## src/rtl/lte_up_dfe_trans_inf_antdeswitch.sv

```systemverilog
// rtl/lte_up_dfe_trans_inf_antdeswitch.sv - uplink antenna-switch deserializer: I/Q word pairing, slot/antenna tagging, marker check
module lte_up_dfe_trans_inf_antdeswitch #(
    parameter int ERR_CNT_W = 8
) (
    input  logic                 sys_clk_491p52,
    input  logic                 sys_rst_491p52,
    input  logic [1:0]           i_mod_sel,
    input  logic [31:0]          i_ant_pos,
    input  logic                 i_fram,
    input  logic                 i_xant,
    input  logic [15:0]          i_data,
    input  logic                 i_clr_err,
    output logic                 o_fram,
    output logic                 o_vld,
    output logic [2:0]           o_slot,
    output logic [2:0]           o_ant,
    output logic [31:0]          o_data,
    output logic                 o_err,
    output logic [ERR_CNT_W-1:0] o_err_cnt
);

    logic        r_synced;
    logic [1:0]  r_mod_sel;
    logic [31:0] r_ant_pos;
    logic [5:0]  r_wcnt;
    logic [2:0]  r_slot;
    logic [15:0] r_hold_i;
    logic        r_fram_pend;

    logic [5:0]  w_last_idx;
    logic        w_at_last;
    logic        w_early;
    logic        w_miss;
    logic        w_err;
    logic        w_emit;
    logic [2:0]  w_ant;

    always_comb begin
        w_last_idx = 6'd31;
        case (r_mod_sel)
            2'd0:    w_last_idx = 6'd63;
            2'd3:    w_last_idx = 6'd15;
            default: w_last_idx = 6'd31;
        endcase
    end

    assign w_at_last = (r_wcnt == w_last_idx);
    // i_fram overrides the marker entirely, so neither check applies on that word
    assign w_early   = r_synced & ~i_fram & i_xant & ~w_at_last;
    assign w_miss    = r_synced & ~i_fram & ~i_xant & w_at_last;
    assign w_err     = w_early | w_miss;
    // an early marker drops the current word, so a Q arriving with it is not paired
    assign w_emit    = r_synced & ~i_fram & ~w_early & r_wcnt[0];
    assign w_ant     = r_ant_pos[{r_slot, 2'b00} +: 3];

    always_ff @(posedge sys_clk_491p52 or posedge sys_rst_491p52) begin
        if (sys_rst_491p52) begin
            r_synced    <= 1'b0;
            r_mod_sel   <= 2'd0;
            r_ant_pos   <= 32'd0;
            r_wcnt      <= 6'd0;
            r_slot      <= 3'd0;
            r_hold_i    <= 16'd0;
            r_fram_pend <= 1'b0;
            o_fram      <= 1'b0;
            o_vld       <= 1'b0;
            o_slot      <= 3'd0;
            o_ant       <= 3'd0;
            o_data      <= 32'd0;
        end else begin
            o_vld  <= w_emit;
            o_fram <= w_emit & r_fram_pend & (r_slot == 3'd0);
            if (w_emit) begin
                o_data      <= {r_hold_i, i_data};
                o_slot      <= r_slot;
                o_ant       <= w_ant;
                r_fram_pend <= 1'b0;
            end

            if (i_fram) begin
                r_synced    <= 1'b1;
                r_mod_sel   <= i_mod_sel;
                r_ant_pos   <= i_ant_pos;
                r_wcnt      <= 6'd1;
                r_slot      <= 3'd0;
                r_hold_i    <= i_data;
                r_fram_pend <= 1'b1;
            end else if (r_synced) begin
                if (w_early) begin
                    r_wcnt   <= 6'd0;
                    r_slot   <= r_slot + 3'd1;
                    r_hold_i <= 16'd0;
                end else begin
                    if (!r_wcnt[0]) begin
                        r_hold_i <= i_data;
                    end
                    if (w_at_last) begin
                        r_wcnt <= 6'd0;
                        r_slot <= r_slot + 3'd1;
                    end else begin
                        r_wcnt <= r_wcnt + 6'd1;
                    end
                end
            end
        end
    end

    // a clear coinciding with a new error leaves exactly that one error recorded
    always_ff @(posedge sys_clk_491p52 or posedge sys_rst_491p52) begin
        if (sys_rst_491p52) begin
            o_err     <= 1'b0;
            o_err_cnt <= '0;
        end else if (i_clr_err) begin
            o_err     <= w_err;
            o_err_cnt <= w_err ? {{(ERR_CNT_W-1){1'b0}}, 1'b1} : '0;
        end else if (w_err) begin
            o_err <= 1'b1;
            if (o_err_cnt != {ERR_CNT_W{1'b1}}) begin
                o_err_cnt <= o_err_cnt + {{(ERR_CNT_W-1){1'b0}}, 1'b1};
            end
        end
    end

endmodule

```

## config.mk

```make
export PLATFORM = sky130hd
export DESIGN_NAME = lte_up_dfe_trans_inf_antdeswitch
export DESIGN_NICKNAME = d
export VERILOG_FILES = /design/src/rtl/lte_up_dfe_trans_inf_antdeswitch.sv
export SDC_FILE = /design/constraint.sdc
export NUM_CORES = 1
export LEC_CHECK = 0
export ABC_AREA = 1
export BUFFER_PORTS_ARGS = -buffer_cell sky130_fd_sc_hd__buf_2
export CAP_MARGIN = 20
export CORE_ASPECT_RATIO = 1.1
export CORE_UTILIZATION = 58
export CTS_CLUSTER_SIZE = 14
export DETAILED_ROUTE_END_ITERATION = 8
export HOLD_SLACK_MARGIN = 0.15
export PLACE_DENSITY = 0.95
export SLEW_MARGIN = 20
export SYNTH_ARGS = -nofsm -noshare
export SYNTH_HDL_FRONTEND = slang
export SYNTH_SLANG_ARGS = --single-unit
```

## constraint.sdc

```tcl
create_clock -name sys_clk_491p52 -period 9.2 [get_ports sys_clk_491p52]
set_input_delay 1.84 -clock sys_clk_491p52 [delete_from_list [all_inputs] [get_ports sys_clk_491p52]]
set_output_delay 1.84 -clock sys_clk_491p52 [all_outputs]
set_load 0.005 [all_outputs]
```

==> summary.md <==
| Metric | Value |
|---|---|
| Synth unique cells | 31 |
| Worst Setup EP | o_data[25] |
| Core Area | 7556 um^2 |
| Fin nets | 673 |
| Avg Vias per Cell | 5.334 |
| Final Setup Violations | 0 |
| FP Rows | 33 |
| Hold Crit Class | flip-flop to flip-flop |
| Pwr/cell area | 188.6 nW/um^2 |
| Dpl hpwl | 6772 um |
| Peak VDD IR | 0.1233 mV |
| Clock slew at reported path FFs | 0.10 ns |
| Syn Std Cell Area | 4578 um^2 |
| Cts hold-fix bufs | 0 |
| Crit path DAT | 4.77 ns |
| Total track usage | 0.2506 |
| Flop-to-flop setup slack | 5.82 ns |
| CTS sink count | 102 |
| Worst Skew | 0.009537 ns |
| Final setup TNS | 0 ns |
| Slew margin rel. | 0.3682 |
| Crit-path cells | buf_2 > nor2_8 > nand2_2 > o21bai_4 > nand3_2 > inv_2 > nand2_1 > nand2_1 |
| GRT Residual Overflow | 0 |
| Final Hold Viols | 0 |
| Post-CTS Repair Setup Buffers | 0 |
| Global-route wire length before repair | 16150 um |
| Initial antenna violation count | 0 |
| CTS resizes | 0 |
| Max Slew Vio Count | 0 |
| Fillers | 586 |
| Yosys top cell by area | dfrtp_1 |
| Worst path slowest cell | nand3_2 |
| Number of global-route vias before repair | 3656 |
| DRC | 0 |
| Largest net degree at the start of global routing | 54 |
| Clk buf depth | 2 |
| CTS root buf | clkbuf_8 |
| Diode count | 0 |
| R2R cell count | 9 |
| Crit end category | flip-flop |
| Status | completed |
| Most frequent cells in the layout | nand2_1, dfrtp_1, buf_2, o21ai_0, inv_1 |
| Antenna Nets Post-Route | 0 |
| Synth top area cells | dfrtp_1, nand2_1, o21ai_0 |
| Worst R2R Start | r_wcnt[0] |
| Worst path top cell family by delay | buffers and inverters |
| Final worst slack | 4.727 ns |
| Critical Path RT | 9.50 ns |
| Die Footprint | 8253 um^2 |
| Mapped Nets | 590 |
| First DRT Iteration DRCs | 164 |
| Area Growth Syn to Fin | 14.57% |
| Clock latency on the worst-skew pair | 0.36 ns |
| Vert. Die Dim | 95.18 um |
| Critical Path Source | i_fram |
| DR WL/cell | 13.53 um |
| CP Max Fanout | 47 |
| Horiz. Die Dim | 86.71 um |
| Htree depth | 3 |
| CP peak stage delay | 0.85 ns |
| Critical Path Stages | 8 |
| GP Congestion | 0.7957 |
| Commonest non-fill, non-tap cell in the layout | nand2_1 |
| Syn. warnings | 0 |
| Tmin final | 4.473 ns |
| FMAX | 223.6 MHz |
| Port buffer count | 95 |
| Syn Inst Count | 531 |
| Sequential area share after synthesis | 0.5575 |
| Synthesized flop and latch total | 102 |
| Detailed Routing Iterations Pass 1 | 5 |
| Leak | 2.891 nW |
| Vias | 3862 |
| Number of top-level pins | 104 |
| CP bufs+invs | 2 |
| Max_cap viols | 0 |
| WS Path Type | input pin to flip-flop |
| Final wirelength | 9798 um |
| Share of layout cells above drive strength 1 | 0.2116 |
| Critical Path Most Common Cell | nand2_1 |
| Final period util | 0.4862 |
| RSZ-0062 raised after global routing | false |
| Starting Density | 0.6059 |
| Syn_area_per_cell | 8.622 um^2 |
| Setup crit start kind | input pin |
| Worst-Margin Slew | 0.9466 ns |
| Share of the synthesized area in the top cell type | 0.5575 |
| CTS tree | yes |
| Setup WS pre-CTS | 4.355 ns |
| CTS Buf Count | 9 |
| Worst r2r dst | o_data[25] |
## sequential cells by signal, summed over array words and instances (netlist names)
name / flops
o_vld: 1
o_fram: 1
o_err: 1
r_hold_i: 16
r_synced: 1
r_wcnt: 6
o_data: 32
r_slot: 3
r_ant_pos: 24
o_ant: 3
r_fram_pend: 1
o_slot: 3
r_mod_sel: 2
o_err_cnt: 8
## stage by stage
stage	util	area, um^2	hold WS (ns)	power [mW]	cells
floorplan	-	4578	0.4366	0.6348	531
global placement	0.6658	5031	0.4501	0.6904	708
detailed placement	0.6658	5031	0.4557	0.7011	708
CTS	0.6942	5245	0.4775	0.9933	724
global route	0.6942	5245	0.5018	1.041	724
finish	0.6942	5245	0.4766	0.9895	724
## routing by layer
layer | part of all wire | vias to the layer above | track usage
met1 | 0.43 | 1834 | 0.3239
met2 | 0.50 | 150 | 0.4272
met4 | 0.019 | 0 | 0.09722
li1 | - | 1857 | -
met3 | 0.054 | 21 | 0.03896
met5 | 0 | - | 0
## area by class of cell
class                           count  area (um^2)  share of cell area
Clock inverter                      6        76.32             0.01455
Tap cell                          105        131.4             0.02505
Clock buffer                       10        137.6             0.02624
Multi-Input combinational cell    371         1734              0.3306
Timing Repair Buffer               96        483.0             0.09208
Sequential cell                   102         2552              0.4866
Inverter                           34        130.1             0.02481
## cell families after synthesis
| family | share of synthesized area |
|---|---|
| AND/OR/NAND/NOR | 0.2848 |
| flip-flops | 0.5575 |
| buffers and inverters | 0.06368 |
| adder cells (fa/ha/maj) | 0.01093 |
| XOR/XNOR | 0.01339 |
| AO/OA/AOI/OAI | 0.06969 |
## tightest hold or removal path, stage by stage, from the launching register on
cell and delay (ns):
dfrtp_1 0.35, nand2_1 0.05, nand2_1 0.04
## Yosys cell counts, drive strengths merged
library cell    n
nor2           17
clkbuf         10
clkinv          3
ha              4
dfrtp         102
nand4          24
o211ai          2
inv            31
xor2            6
nand3          27
o21ai          40
nand2         235
a21oi          11
o21bai          1
nand3b          1
nor3            2
buf            14
xnor2           1
## how the worst min path moves through the flow
| stage | startpoint | endpoint | cells after the start |
|---|---|---|---|
| final | r_ant_pos[8] | r_ant_pos[8] | 2 |
| after global routing | r_hold_i[8] | o_data[24] | 2 |
| after CTS | r_hold_i[13] | o_data[29] | 2 |
| after detailed placement | r_ant_pos[8] | r_ant_pos[8] | 2 |
| after global placement | r_hold_i[0] | o_data[16] | 2 |
| after floorplan | r_ant_pos[10] | r_ant_pos[10] | 2 |
## power breakdown
part           switching [mW]  internal, mW
clock network           0.159         0.138
logic                  0.0928        0.0645
registers              0.0354         0.500
Power figures use the tool's default switching activity.
